$ cat config.mk
export PLATFORM = sky130hd
export DESIGN_NAME = obj_sprite_renderer
export DESIGN_NICKNAME = d
export VERILOG_FILES = /design/src/rtl/obj_sprite_renderer_pkg.sv /design/src/rtl/obj_sprite_renderer_hit_test.sv /design/src/rtl/obj_sprite_renderer.sv
export SDC_FILE = /design/constraint.sdc
export NUM_CORES = 1
export LEC_CHECK = 0
export ABC_CLOCK_PERIOD_IN_PS = 6800
export CORE_MARGIN = 2
export CORE_UTILIZATION = 61
export CTS_BUF_LIST = sky130_fd_sc_hd__clkbuf_4 sky130_fd_sc_hd__clkbuf_8
export DETAILED_ROUTE_END_ITERATION = 8
export PLACE_DENSITY = 0.89
export SYNTH_ARGS = -nofsm -noshare
export SYNTH_HDL_FRONTEND = slang
export SYNTH_SLANG_ARGS = --single-unit
$ cat constraint.sdc
create_clock -name clock -period 6.8 [get_ports clock]
set_clock_uncertainty 0.1 [all_clocks]
set_input_delay 1.7 -clock clock [delete_from_list [all_inputs] [get_ports clock]]
set_output_delay 1.7 -clock clock [all_outputs]
set_load 0.005 [all_outputs]
$ cat src/rtl/obj_sprite_renderer_pkg.sv
// Shared object-descriptor layout and sprite ROM geometry used by game logic and the renderer.
package obj_sprite_renderer_pkg;

    localparam int unsigned NUM_OBJ   = 5;
    localparam int unsigned DESC_W    = 26;
    localparam int unsigned FRAME_MSB = 25;
    localparam int unsigned FRAME_LSB = 23;
    localparam int unsigned ID_MSB    = 22;
    localparam int unsigned ID_LSB    = 21;
    localparam int unsigned HPOS_MSB  = 20;
    localparam int unsigned HPOS_LSB  = 10;
    localparam int unsigned VPOS_MSB  = 9;
    localparam int unsigned VPOS_LSB  = 0;
    localparam int unsigned ROM_AW    = 15;
    localparam int unsigned COLOR_W   = 12;

    function automatic logic [2:0] count_present(input logic [NUM_OBJ-1:0] present);
        logic [2:0] n;
        n = '0;
        for (int unsigned i = 0; i < NUM_OBJ; i++) begin
            n = n + 3'(present[i]);
        end
        return n;
    endfunction

endpackage

$ cat src/rtl/obj_sprite_renderer_hit_test.sv
// Combinational bounding-box test of one pixel against one object descriptor.
module obj_hit_test
    import obj_sprite_renderer_pkg::*;
#(
    parameter int unsigned OBJ_SIZE = 20
) (
    input  logic [10:0]       hcount,
    input  logic [9:0]        vcount,
    input  logic [DESC_W-1:0] desc,
    output logic              hit,
    output logic [4:0]        dx,
    output logic [4:0]        dy
);

    logic [10:0] hpos;
    logic [9:0]  vpos;
    logic [11:0] dx_full;
    logic [11:0] dy_full;

    assign hpos    = desc[HPOS_MSB:HPOS_LSB];
    assign vpos    = desc[VPOS_MSB:VPOS_LSB];
    assign dx_full = {1'b0, hcount} - {1'b0, hpos};
    assign dy_full = {2'b00, vcount} - {2'b00, vpos};

    // Explicit >= checks keep boxes near the right/bottom edge from wrapping around.
    assign hit = (|desc) && (hcount >= hpos) && (dx_full < 12'(OBJ_SIZE))
                         && (vcount >= vpos) && (dy_full < 12'(OBJ_SIZE));
    assign dx  = dx_full[4:0];
    assign dy  = dy_full[4:0];

endmodule

$ cat src/rtl/obj_sprite_renderer.sv
// Renders five per-frame-snapshotted sprite objects into the VGA pixel stream via an external sync ROM.
module obj_sprite_renderer
    import obj_sprite_renderer_pkg::*;
#(
    parameter int unsigned         OBJ_SIZE    = 20,
    parameter logic [COLOR_W-1:0]  TRANSPARENT = 12'h000,
    parameter int unsigned         LATENCY     = 3
) (
    input  logic                clock,
    input  logic                reset_n,
    input  logic [10:0]         hcount,
    input  logic [9:0]          vcount,
    input  logic                hsync,
    input  logic                vsync,
    input  logic                blank,
    input  logic [DESC_W-1:0]   p_obj1,
    input  logic [DESC_W-1:0]   p_obj2,
    input  logic [DESC_W-1:0]   p_obj3,
    input  logic [DESC_W-1:0]   p_obj4,
    input  logic [DESC_W-1:0]   p_obj5,
    output logic [ROM_AW-1:0]   rom_addr,
    input  logic [COLOR_W-1:0]  rom_data,
    output logic [COLOR_W-1:0]  pixel,
    output logic                obj_on,
    output logic                hsync_out,
    output logic                vsync_out,
    output logic                blank_out,
    output logic [2:0]          obj_count
);

    logic [DESC_W-1:0]  obj_in [NUM_OBJ];
    logic [DESC_W-1:0]  snap   [NUM_OBJ];
    logic [NUM_OBJ-1:0] present_in;
    logic [NUM_OBJ-1:0] hit;
    logic [4:0]         dx [NUM_OBJ];
    logic [4:0]         dy [NUM_OBJ];
    logic               vsync_prev;
    logic               hit_any;
    logic [ROM_AW-1:0]  win_addr;
    logic               hit1;
    logic               hit2;
    logic               obj_on_next;
    logic [2:0]         sync_pipe [LATENCY];

    assign obj_in[0] = p_obj1;
    assign obj_in[1] = p_obj2;
    assign obj_in[2] = p_obj3;
    assign obj_in[3] = p_obj4;
    assign obj_in[4] = p_obj5;

    always_comb begin
        present_in = '0;
        for (int unsigned i = 0; i < NUM_OBJ; i++) begin
            present_in[i] = |obj_in[i];
        end
    end

    always_ff @(posedge clock) begin
        if (!reset_n) begin
            vsync_prev <= 1'b0;
            obj_count  <= '0;
            for (int unsigned i = 0; i < NUM_OBJ; i++) begin
                snap[i] <= '0;
            end
        end else begin
            vsync_prev <= vsync;
            if (vsync && !vsync_prev) begin
                obj_count <= count_present(present_in);
                for (int unsigned i = 0; i < NUM_OBJ; i++) begin
                    snap[i] <= obj_in[i];
                end
            end
        end
    end

    for (genvar g = 0; g < NUM_OBJ; g++) begin : g_hit
        obj_hit_test #(.OBJ_SIZE(OBJ_SIZE)) u_hit (
            .hcount (hcount),
            .vcount (vcount),
            .desc   (snap[g]),
            .hit    (hit[g]),
            .dx     (dx[g]),
            .dy     (dy[g])
        );
    end

    // Lowest index wins even if its ROM pixel later turns out transparent.
    always_comb begin
        hit_any  = 1'b0;
        win_addr = '0;
        for (int unsigned i = 0; i < NUM_OBJ; i++) begin
            if (hit[i] && !hit_any) begin
                hit_any  = 1'b1;
                win_addr = {snap[i][ID_MSB:ID_LSB], snap[i][FRAME_MSB:FRAME_LSB], dy[i], dx[i]};
            end
        end
    end

    assign obj_on_next = hit2 && !sync_pipe[1][0] && (rom_data != TRANSPARENT);

    always_ff @(posedge clock) begin
        if (!reset_n) begin
            hit1     <= 1'b0;
            hit2     <= 1'b0;
            rom_addr <= '0;
            obj_on   <= 1'b0;
            pixel    <= '0;
            for (int unsigned i = 0; i < LATENCY; i++) begin
                sync_pipe[i] <= '0;
            end
        end else begin
            hit1         <= hit_any;
            rom_addr     <= win_addr;
            hit2         <= hit1;
            obj_on       <= obj_on_next;
            pixel        <= obj_on_next ? rom_data : '0;
            sync_pipe[0] <= {hsync, vsync, blank};
            for (int unsigned i = 1; i < LATENCY; i++) begin
                sync_pipe[i] <= sync_pipe[i-1];
            end
        end
    end

    assign {hsync_out, vsync_out, blank_out} = sync_pipe[LATENCY-1];

endmodule

==> impl_metrics.env, run 1 <==
export IMPL_slowest_delay_ns=0.80
export IMPL_grt_pass1_vias=12000
export IMPL_clkTransAtPathRegs_ns=0.11
export IMPL_powerDensity_nw_per_um2=182
export IMPL_async_flop_share_pct=0
export IMPL_cts_buffers_inserted=17
export IMPL_placed_area_um2=15500
export IMPL_cp_top_family="compound AO/OA/AOI/OAI gates"
export IMPL_switching_share_pct=34.8
export IMPL_final_core_util_pct=73.6
export IMPL_root_buffer="clkbuf_8"
export IMPL_yosys_register_bits=172
export IMPL_hpwl_um=33200
export IMPL_cts_tree="yes"
export IMPL_switchingPower_mw=1.01
export IMPL_min_period_ns=5.91
export IMPL_total_power_mw=2.90
export IMPL_port_buffers=201
export IMPL_die_area_um2=23000
export IMPL_grt_pass1_wl_um=64800
export IMPL_synth_distinct_cells=98
export IMPL_drive_gt1_share_pct=4.98
export IMPL_slew_headroom_pct=31.8
export IMPL_antenna_left=0
export IMPL_routed_wl_um=43700
export IMPL_track_usage_pct=37.4
export IMPL_synth_cells=1445
export IMPL_cp_end_kind="flop"
export IMPL_status="complete, no violations"
export IMPL_gp_congestion=0.982
export IMPL_routedWlPerCell_um=22.9
export IMPL_cp_start_kind="input port"
export IMPL_cts_sinks=172
export IMPL_ys_seq_area_share_pct=35.7
export IMPL_antenna_found_initial=0
export IMPL_grt_setup_unrepaired="false"
export IMPL_nets=1901
export IMPL_cp_max_fo=20
export IMPL_area_growth_pct=19.7
export IMPL_clock_power_share_pct=27.5
export IMPL_drc_errors=0
export IMPL_netlist_area_um2=13300
export IMPL_die_h_um=152
export IMPL_drv_cap=0
export IMPL_design_area_um2=15900
export IMPL_hold_viol=0
export IMPL_hold_buffers=0
export IMPL_hold_slack_ns=0.352
export IMPL_synth_edf_count=130
export IMPL_start_util_pct=61.5
export IMPL_hp_class="flop to flop"
export IMPL_rows=54
export IMPL_place_ws_ns=0.606
export IMPL_setup_violations=0
export IMPL_drt_pass1_iterations=6
export IMPL_num_vias=12700
export IMPL_ys_warnings_count=0
export IMPL_finalSetupTns_ns=0
export IMPL_drv_slew=0
export IMPL_critPathKind="input port to flop"
export IMPL_diodes=0
export IMPL_cp_slowest_cell="clkdlybuf4s50_1"
export IMPL_die_width_um=152
export IMPL_max_freq_mhz=169
export IMPL_post_cts_resized=0
export IMPL_synthFlopType="edfxtp_1"
export IMPL_syn_num_nets=1731
export IMPL_crit_buf_inv=1
export IMPL_peakVddDrop_uv=174
export IMPL_syn_area_per_cell_um2=9.20
export IMPL_core_area_um2=21600
export IMPL_gr_total_overflow=0
export IMPL_path_cells="clkdlybuf4s50_1 -> fa_1 -> a211oi_1 -> nor2_1 -> a21oi_1 -> o221ai_1 -> a2111oi_0 -> and4_1 -> nand2_1 -> nand4_1 -> a41oi_2"
export IMPL_boundaryPins=202
export IMPL_via_per_inst=6.68
export IMPL_layout_setup_ws_ns=0.887
export IMPL_min_period_over_period_pct=87.0
export IMPL_grt_max_degree=133
export IMPL_fill_cells=1628
export IMPL_power_frac_comb_pct=30.3
export IMPL_worstMarginPinSlew_ns=1.02
export IMPL_clkLatencyLatePin_ns=0.49
export IMPL_p_leak_nw=6.46
export IMPL_internal_power_mw=1.89
export IMPL_drt_first_iter_violations=1289
export IMPL_clockBufferDepth=2
export IMPL_place_inst=1876
export IMPL_cp_arrival_ns=6.16
export IMPL_p_seq_share_pct=42.3
export IMPL_critical_path_required_ns=7.04
export IMPL_postCtsSetupBuffers=0
export IMPL_layout_cells_non_filler=1908
export IMPL_h_tree_depth=4
layout by cell type, fill, tap and decap left out, types with 8 or more instances in the layout:
cell,instances
or3_1,12
nor2b_1,21
a31oi_1,20
clkdlybuf4s50_1,201
nand2b_1,13
o21ai_0,45
o2111ai_1,8
or2_2,8
o41ai_1,8
a211oi_1,10
and2_1,22
nor4_1,81
a311o_1,8
nand2_1,43
nand3_1,27
nand4_1,46
dfxtp_1,42
nor3_1,32
clkbuf_8,18
ha_1,106
and4_1,8
nor3b_1,12
inv_1,146
o31ai_1,12
xor2_1,19
mux2i_1,12
a21o_1,16
o21a_1,19
edfxtp_1,130
fa_1,12
nor2_1,74
a41o_1,8
buf_4,13
and3_1,140
xnor2_1,18
a21oi_1,54
or4_1,13
registers in the layout, summed over array words and instances, names as in the netlist:
signal	count
obj_count	3
rom_addr	15
hit2	1
hit1	1
snap	130
pixel	12
obj_on	1
sync_pipe	9
power by group through the flow:
stage	Sequential, mW	Combinational [mW]	Clock [mW]
after global routing	1.23	0.948	0.836
after detailed placement	1.25	0.843	0
after CTS	1.22	0.854	0.794
after floorplan	1.23	0.563	0
after global placement	1.24	0.821	0
final	1.22	0.877	0.796
per-layer routing:
layer	GRT usage, %	share of wire, %	vias to the layer above
met5	0	0	-
li1	-	-	5890
met3	6.29	8.8	142
met1	48.3	40	6056
met2	61.2	46	656
met4	17.9	5.3	0
final cells by class:
cell class | instances | area, um2 | area share (%)
Inverter | 149 | 562 | 3.53
Tap cell | 280 | 350 | 2.20
Multi-Input combinational cell | 1061 | 7720 | 48.5
Clock inverter | 14 | 188 | 1.18
Clock buffer | 18 | 248 | 1.56
Sequential cell | 172 | 4740 | 29.8
Timing Repair Buffer | 214 | 2110 | 13.3
logic make-up (layout without fill, tap and decap cells):
group	count (synthesis)	after routing	share of synthesized area, %
simple gates	584	584	25.9
fa+ha+maj	118	118	11.8
xor+xnor	37	37	2.44
compound gates	308	308	16.8
mux	14	14	1.10
flops	172	172	35.7
buf+inv	212	395	6.29
worst paths after layout:
check	slack [ns]	depth (start not counted)	to	from
min reg2reg	0.35	1	hit2	hit1
max reg2reg	2.47	12	rom_addr[1]	snap[0][10]
max	0.89	11	rom_addr[1]	hcount[1]
min	0.35	1	hit2	hit1
cells in the mapped netlist (7+ instances only):
| library cell | number | area, um2 |
|---|---|---|
| fa_1 | 12 | 240 |
| nand4_1 | 46 | 288 |
| nand2_1 | 43 | 161 |
| o2111ai_1 | 8 | 70.1 |
| a311oi_1 | 7 | 61.3 |
| buf_2 | 11 | 55.1 |
| or3_1 | 12 | 75.1 |
| nand2b_1 | 13 | 81.3 |
| edfxtp_1 | 130 | 3900 |
| mux2i_1 | 12 | 120 |
| a21oi_1 | 54 | 270 |
| nor4_1 | 81 | 507 |
| dfxtp_1 | 42 | 841 |
| o31ai_1 | 12 | 90.1 |
| xnor2_1 | 18 | 158 |
| a41o_1 | 8 | 80.1 |
| a21o_1 | 16 | 120 |
| o31a_1 | 7 | 61.3 |
| inv_1 | 148 | 556 |
| a31oi_1 | 20 | 125 |
| and3_1 | 140 | 876 |
| nor3_1 | 32 | 160 |
| o41ai_1 | 8 | 70.1 |
| and2_1 | 22 | 138 |
| nand3_1 | 27 | 135 |
| o21a_1 | 19 | 143 |
| nor3b_1 | 12 | 90.1 |
| clkbuf_1 | 44 | 165 |
| o21ai_0 | 45 | 225 |
| a211oi_1 | 10 | 75.1 |
| or4_1 | 13 | 97.6 |
| or2_2 | 8 | 50.1 |
| nor2b_1 | 21 | 131 |
| nor2_1 | 74 | 278 |
| ha_1 | 106 | 1330 |
| xor2_1 | 19 | 166 |
| and4_1 | 8 | 70.1 |
| a311o_1 | 8 | 80.1 |
Note: power is estimated with default switching activity, not from simulation.
==> inputs of run 2 (changes only) <==
--- a/config.mk
+++ b/config.mk
@@ -6,6 +6,7 @@
 export NUM_CORES = 1
 export LEC_CHECK = 0
 export ABC_CLOCK_PERIOD_IN_PS = 6800
+export CAP_MARGIN = 0
 export CORE_MARGIN = 2
 export CORE_UTILIZATION = 61
 export CTS_BUF_LIST = sky130_fd_sc_hd__clkbuf_4 sky130_fd_sc_hd__clkbuf_8
==> results of run 2 <==
Final layout, timing and power as in run 1 (identical DEF).
==> inputs of run 3 (changes only) <==
--- a/config.mk
+++ b/config.mk
@@ -12,6 +12,7 @@
 export CTS_BUF_LIST = sky130_fd_sc_hd__clkbuf_4 sky130_fd_sc_hd__clkbuf_8
 export DETAILED_ROUTE_END_ITERATION = 8
 export PLACE_DENSITY = 0.89
+export SETUP_SLACK_MARGIN = 0.05
 export SYNTH_ARGS = -nofsm -noshare
 export SYNTH_HDL_FRONTEND = slang
 export SYNTH_SLANG_ARGS = --single-unit
==> results of run 3 <==
Final layout, timing and power as in run 1 (identical DEF).
